## src/rtl/pmem_fetch.sv

```systemverilog
// Instruction fetch front-end. Drives word addresses into a synchronous-address
// program memory, captures the returned word one cycle later, and buffers the
// words in a small shift FIFO. A valid/ready handshake hands them to decode.
// A redirect flushes the buffered words and the in-flight word.
//
// Handshake: the head entry (out_instr, out_instr_pc) is offered whenever
// out_instr_valid is high. It is consumed on a rising edge where both
// out_instr_valid and in_instr_ready are high. While valid is high and ready is
// low, the head holds its value.
module pmem_fetch #(
  parameter int WORD_WIDTH = 16,
  parameter int ADDR_WIDTH = 12,
  parameter int RESET_PC   = 0,
  parameter int FIFO_DEPTH = 4
) (
  input  logic                  clock,
  input  logic                  reset,
  output logic [ADDR_WIDTH-1:0] out_pmem_addr,
  input  logic [WORD_WIDTH-1:0] in_pmem_word,
  input  logic                  in_redirect_valid,
  input  logic [ADDR_WIDTH-1:0] in_redirect_addr,
  output logic                  out_instr_valid,
  output logic [WORD_WIDTH-1:0] out_instr,
  output logic [ADDR_WIDTH-1:0] out_instr_pc,
  input  logic                  in_instr_ready
);

  localparam int INC = WORD_WIDTH / 8;
  localparam int CW  = $clog2(FIFO_DEPTH + 1);
  localparam int IW  = (FIFO_DEPTH > 1) ? $clog2(FIFO_DEPTH) : 1;
  localparam logic [ADDR_WIDTH-1:0] INC_A      = ADDR_WIDTH'(INC);
  localparam logic [ADDR_WIDTH-1:0] ALIGN_MASK = ~(ADDR_WIDTH'(INC - 1));
  localparam logic [ADDR_WIDTH-1:0] RESET_A    = ADDR_WIDTH'(RESET_PC);

  logic [ADDR_WIDTH-1:0] fetch_pc;
  logic                  inflight;
  logic [ADDR_WIDTH-1:0] inflight_pc;
  logic [CW-1:0]         count;
  logic [WORD_WIDTH-1:0] fifo_word [FIFO_DEPTH];
  logic [ADDR_WIDTH-1:0] fifo_pc   [FIFO_DEPTH];

  logic                  pop;
  logic                  push;
  logic                  issue;
  logic [CW:0]           occupancy;
  logic [CW-1:0]         wr_idx_full;
  logic [IW-1:0]         wr_idx;

  // Memory address is combinational so a redirect target is issued in the
  // same cycle the redirect is seen.
  assign out_pmem_addr = in_redirect_valid ? (in_redirect_addr & ALIGN_MASK) : fetch_pc;

  assign out_instr_valid = (count != '0);
  assign out_instr       = fifo_word[0];
  assign out_instr_pc    = fifo_pc[0];

  // Issue control. Counting the in-flight word as already occupying a slot
  // guarantees a captured word always has room in the FIFO.
  always_comb begin
    pop         = out_instr_valid & in_instr_ready;
    push        = inflight & ~in_redirect_valid;
    occupancy   = {1'b0, count} + {{CW{1'b0}}, inflight} - {{CW{1'b0}}, pop};
    issue       = in_redirect_valid | (occupancy < (CW + 1)'(FIFO_DEPTH));
    wr_idx_full = pop ? (count - CW'(1)) : count;
    wr_idx      = wr_idx_full[IW-1:0];
  end

  // Fetch pointer and in-flight tracking.
  always_ff @(posedge clock or posedge reset) begin
    if (reset) begin
      fetch_pc    <= RESET_A;
      inflight    <= 1'b0;
      inflight_pc <= '0;
    end else if (issue) begin
      fetch_pc    <= out_pmem_addr + INC_A;
      inflight    <= 1'b1;
      inflight_pc <= out_pmem_addr;
    end else begin
      inflight    <= 1'b0;
    end
  end

  // Shift FIFO: entry 0 is always the head, so the outputs come straight from
  // registers. A pop shifts everything down; a push lands just past the last
  // valid entry after that shift.
  always_ff @(posedge clock or posedge reset) begin
    if (reset) begin
      count <= '0;
      for (int i = 0; i < FIFO_DEPTH; i++) begin
        fifo_word[i] <= '0;
        fifo_pc[i]   <= '0;
      end
    end else if (in_redirect_valid) begin
      count <= '0;
    end else begin
      if (pop) begin
        for (int i = 0; i < FIFO_DEPTH - 1; i++) begin
          fifo_word[i] <= fifo_word[i+1];
          fifo_pc[i]   <= fifo_pc[i+1];
        end
      end
      if (push) begin
        fifo_word[wr_idx] <= in_pmem_word;
        fifo_pc[wr_idx]   <= inflight_pc;
      end
      count <= count + {{(CW-1){1'b0}}, push} - {{(CW-1){1'b0}}, pop};
    end
  end

endmodule

```

## config.mk

```make
export PLATFORM = sky130hd
export DESIGN_NAME = pmem_fetch
export DESIGN_NICKNAME = d
export VERILOG_FILES = /design/src/rtl/pmem_fetch.sv
export SDC_FILE = /design/constraint.sdc
export NUM_CORES = 1
export LEC_CHECK = 0
export ABC_AREA = 1
export BUFFER_PORTS_ARGS = -buffer_cell sky130_fd_sc_hd__clkbuf_2
export CAP_MARGIN = 20
export CORE_ASPECT_RATIO = 1.75
export CORE_UTILIZATION = 55
export DETAILED_ROUTE_END_ITERATION = 8
export PLACE_DENSITY_LB_ADDON = 0.08
export SYNTH_ARGS = -nofsm -noshare
export SYNTH_HDL_FRONTEND = slang
export SYNTH_SLANG_ARGS = --single-unit
```

## constraint.sdc

```tcl
create_clock -name clock -period 16.84 [get_ports clock]
set_input_delay 5.052 -clock clock [delete_from_list [all_inputs] [get_ports clock]]
set_output_delay 5.052 -clock clock [all_outputs]
set_load 0.02 [all_outputs]
```

### Word level (Yosys, flattened, before mapping)

Cells that the tools add are included.

| operators by class | value |
|---|---|
| add/sub/neg operators | 6 |
| $lt $le $gt $ge | 3 |
| muxes and demuxes | 16 |
| bitwise gates (word level) | 5 |
| reductions and logical operators | 3 |

Operators with widths:

| operator | count |
|---|---|
| $mux 48 | 3 |
| $mux 36 | 2 |
| $bwmux 64 | 1 |
| $mux 64 | 1 |
| $bwmux 48 | 1 |
| $demux 16 s2 | 1 |
| $demux 12 s2 | 1 |
| $mux 12 | 2 |
| $mux 16 | 1 |
| $add 12x2->12 const B | 1 |
| $add 3x1->4 | 1 |
| $lt 4x3->1 const B | 1 |
| $sub 4x1->4 | 1 |
| $add 3x1->3 | 1 |
| $ge 3x3->1 const B | 1 |
| $lt 3x1->1 const B | 1 |
| $mux 3 | 1 |
| $not 2->3 | 1 |
| $reduce_bool 3->1 | 1 |
| $sub 3x1->3 | 1 |
| $and 1x1->1 | 2 |
| $mux 2 | 1 |
| $reduce_and 2->1 | 1 |
| $sub 2x1->2 const B | 1 |
| other kinds (4) | 4 |

| word-level totals | value |
|---|---|
| bits in registers | 140 |
| input port bits | 32 |
| output and inout bits | 41 |
| logic and storage cells | 45 |

### Longest topological paths before layout

| logic depth | value |
|---|---|
| depth after elaboration | 10 |
| depth in mapped cells | 15 |
| depth with buffers taken out | 14 |

### Worst setup path after synthesis

OpenSTA, ideal clock, no wires.

| timing | value |
|---|---|
| path type | input to output |
| from | in in_redirect_valid |
| to | out out_pmem_addr[0] |
| data arrival time | 5.850 ns |
| data required time | 11.788 ns |
| slack | 5.938 ns |
| cell stages on the path | 4 |
| buffers on the path | 3 |
| path through | buf_4 -> buf_6 -> clkbuf_1 -> nor2_1 |

| between the ends | value |
|---|---|
| cells in the longest elaborated chain, start to end | 1 |

RTL lines:

| element | line | RTL |
|---|---|---|
| from (decl) | 20 | `input logic in_redirect_valid,` |
| $mux 12 | 51 | `assign out_pmem_addr = in_redirect_valid ? (in_redirect_addr & ALIGN_MASK) : fetch_pc;` |
| to (decl) | 18 | `output logic [ADDR_WIDTH-1:0] out_pmem_addr,` |

No other way between the ends.

### Worst setup path in the final report

| timing | value |
|---|---|
| from | in in_redirect_valid |
| to | out out_pmem_addr[3] |

The elaborated chain is that of the path after synthesis.

==> impl_metrics.env <==
export IMPL_status="finished, final reports clean"
export IMPL_detail_route_wirelength_um=22440
export IMPL_synth_cell_type_count=27
export IMPL_drv_cap=0
export IMPL_start_kind="input pin"
export IMPL_tightest_slew_ns=1.032
export IMPL_synth_cells=1176
export IMPL_power_frac_comb_pct=49.3
export IMPL_core_region_area_um2=14910
export IMPL_hold_viol_final=0
export IMPL_synth_yosys_seq_area_share_pct=41.30
export IMPL_max_slew_margin_rel_pct=31.22
export IMPL_smallest_hold_slack_ns=0.4855
export IMPL_use_met2_pct=52.61
export IMPL_floorplan_die_width_um=95.54
export IMPL_grt_use_met1_pct=36.40
export IMPL_globalRoute_busiestLayer="met2"
export IMPL_grt_total_usage_pct=30.18
export IMPL_reg2reg_setup_slack_ns=12.74
export IMPL_multiInputGateArea_um2=3938
export IMPL_core_rowCount=59
export IMPL_detailedRoute_firstIterationViolations=660
export IMPL_first_pass_iters=7
export IMPL_critical_path_required_ns=11.79
export IMPL_ys_warn_count=0
export IMPL_timing_critical_path_from="in_redirect_valid"
export IMPL_ctsResizeCount=0
export IMPL_dp_hpwl_um=12220
export IMPL_timing_critical_path_fanout_max=90
export IMPL_power_sequential_fraction_pct=31.4
export IMPL_cts_tree="built"
export IMPL_dieArea_um2=15830
export IMPL_die_height_um=165.7
export IMPL_ir_drop_mv=0.1417
export IMPL_reg2regPathDepth=11
export IMPL_totalPowerFinal_mw=1.930
export IMPL_cts_num_sinks=139
export IMPL_worstSetupEndpointType="output pin"
export IMPL_mapped_avg_cell_area_um2=7.161
export IMPL_layout_filler_cells=1448
export IMPL_ys_ff_latch=139
export IMPL_timing_setup_tns_ns=0
export IMPL_clock_latency_ns=0.42
export IMPL_swShare_pct=48.39
export IMPL_detailedPlace_worstSlack_ns=4.680
export IMPL_endpoint="out_pmem_addr[3]"
export IMPL_power_switching_uw=933.9
export IMPL_routed_wire_length_per_instance_um=16.66
export IMPL_post_synth_instance_area_um2=8422
export IMPL_first_pass_grt_wire_length_um=38010
export IMPL_tritoncts_num_buffers=17
export IMPL_final_cell_mix="sky130_fd_sc_hd__nand2_1 (423), sky130_fd_sc_hd__nand3_1 (254), sky130_fd_sc_hd__dfrtp_1 (139), sky130_fd_sc_hd__nand4_1 (86), sky130_fd_sc_hd__clkbuf_2 (69)"
export IMPL_critPathArrivalTime_ns=7.14
export IMPL_postCtsSetupRepairBufs=0
export IMPL_power_per_cell_area_nw_per_um2=215.8
export IMPL_synthDominantCellAreaShare_pct=41.30
export IMPL_detailroute_via_count=7870
export IMPL_place_gp_congestion=0.7335
export IMPL_drcViolationCount=0
export IMPL_clk_path_buf_depth=2
export IMPL_io_buffer_count=71
export IMPL_drtAntennaViolNets=0
export IMPL_finalNetCount=1189
export IMPL_synthTopCellsByArea="sky130_fd_sc_hd__dfrtp_1 (41%), sky130_fd_sc_hd__nand2_1 (19%), sky130_fd_sc_hd__nand3_1 (15%)"
export IMPL_post_route_cell_area_um2=8942
export IMPL_worst_slack_ns=4.651
export IMPL_layout_drive_gt1_share_pct=11.25
export IMPL_detailed_place_area_um2=8338
export IMPL_post_route_min_period_ns=12.19
export IMPL_initial_utilization_pct=56.48
export IMPL_grt_ovfl_total=0
export IMPL_slew_violations=0
export IMPL_skew_ns=0.008744
export IMPL_viasPerCell=5.843
export IMPL_internal_power_uw=995.9
export IMPL_number_of_antenna_violations_at_the_first_check_in_global_routing=0
export IMPL_synthDominantAreaCellType="sky130_fd_sc_hd__dfrtp_1"
export IMPL_setup_viol=0
export IMPL_rsz_0062_raised_after_global_routing="no"
export IMPL_design_portCount=73
export IMPL_layout_worst_path_cycle_share_pct=72.38
export IMPL_worst_hold_path_type="reg -> reg"
export IMPL_synthesis_nets=1214
export IMPL_regArea_um2=3478
export IMPL_maximum_number_of_pins_on_one_net_before_global_route_repair=91
export IMPL_critical_register_to_register_path_startpoint="count[0]$_DFF_PP0_"
export IMPL_p_leak_nw=4.780
export IMPL_clk_root_buffer_cell="sky130_fd_sc_hd__clkbuf_16"
export IMPL_path_clk_slew_ns=0.06
export IMPL_layout_commonest_cell="sky130_fd_sc_hd__nand2_1"
export IMPL_fraction_of_met3_tracks_used_by_global_routing_pct=4.545
export IMPL_path_class="in -> out"
export IMPL_max_freq_mhz=82.04
export IMPL_layout_area_overhead_vs_synth_pct=6.180
export IMPL_diodes=0
export IMPL_clock_power_share_pct=19.4
export IMPL_via_count_of_the_first_global_routing_pass=7769
export IMPL_clock_tree_htree_level_count=4
export IMPL_cts_hold_repair_buffers=0
-- layer usage --
layer | part of all wire (%) | vias up
met5 | 0 | -
met4 | 2.7 | 0
met3 | 5.1 | 41
met2 | 51 | 243
met1 | 41 | 3790
li1 | - | 3796
-- power by group through the flow --
stage	sequential [mW]	combinational (mW)	clock, mW
finish	0.605	0.951	0.374
global route	0.626	1.07	0.392
CTS	0.605	0.950	0.379
global placement	0.606	0.931	0
floorplan	0.578	0.828	0
detailed placement	0.609	0.945	0
-- metrics by stage --
step,util (%),instances
after floorplan,-,1176
after global placement,55.92,1314
after detailed placement,55.92,1314
after CTS,59.83,1346
after global routing,59.97,1347
final,59.97,1347
-- worst max-delay path, stage by stage --
cell	delay, ns
sky130_fd_sc_hd__buf_4	0.24
sky130_fd_sc_hd__clkinv_2	0.41
sky130_fd_sc_hd__buf_4	0.83
sky130_fd_sc_hd__nand2_1	0.14
sky130_fd_sc_hd__nand2_2	0.19
sky130_fd_sc_hd__clkbuf_2	0.19
-- Yosys cell counts --
library cell and count:
sky130_fd_sc_hd__o21ai_1 21, sky130_fd_sc_hd__a31oi_1 1, sky130_fd_sc_hd__o21ai_0 9, sky130_fd_sc_hd__nor2_8 1
sky130_fd_sc_hd__buf_2 31, sky130_fd_sc_hd__nand2_4 4, sky130_fd_sc_hd__buf_6 10, sky130_fd_sc_hd__nand2_1 423
sky130_fd_sc_hd__nand3_1 254, sky130_fd_sc_hd__buf_4 41, sky130_fd_sc_hd__or2_2 1, sky130_fd_sc_hd__nand3_2 3
sky130_fd_sc_hd__nand3_4 2, sky130_fd_sc_hd__inv_2 2, sky130_fd_sc_hd__nor2_1 14, sky130_fd_sc_hd__inv_1 70
sky130_fd_sc_hd__buf_1 17, sky130_fd_sc_hd__inv_4 1, sky130_fd_sc_hd__fa_1 1, sky130_fd_sc_hd__clkbuf_1 24
sky130_fd_sc_hd__a21oi_1 4, sky130_fd_sc_hd__xnor2_1 3, sky130_fd_sc_hd__nand4_1 86, sky130_fd_sc_hd__dfrtp_1 139
sky130_fd_sc_hd__nand2_2 5, sky130_fd_sc_hd__ha_1 5, sky130_fd_sc_hd__xor2_1 4
-- cell type report --
type / instances / share of cell area (%)
multi-input cells: 841 / 44.03
flip-flops and latches: 139 / 38.90
clock buffers: 19 / 4.953
repair buffers: 79 / 4.813
inverters: 73 / 3.162
well taps: 183 / 2.561
clock inverters: 13 / 1.581
-- cell families (layout without fill, tap and decap cells) --
group                    after synthesis  in the layout  synth area share, %
XOR/XNOR                               7              7               0.7280
AND/OR/NAND/NOR                      793            793                42.95
adder cells (fa/ha/maj)                6              6               0.9805
AO/OA/AOI/OAI                         35             35                2.095
buffers and inverters                196            184                11.94
flip-flops                           139            139                41.30
-- worst min path at each step --
stage          cells after the start    to  startpoint  slack, ns
4_1_cts                            2  flop        flop       0.49
2_1_floorplan                      2  flop        flop       0.45
5_1_grt                            2  flop        flop       0.51
6_report                           2  flop        flop       0.49
3_3_place_gp                       2  flop        flop       0.47
3_5_place_dp                       2  flop        flop       0.47
Power figures use the tool's default switching activity.
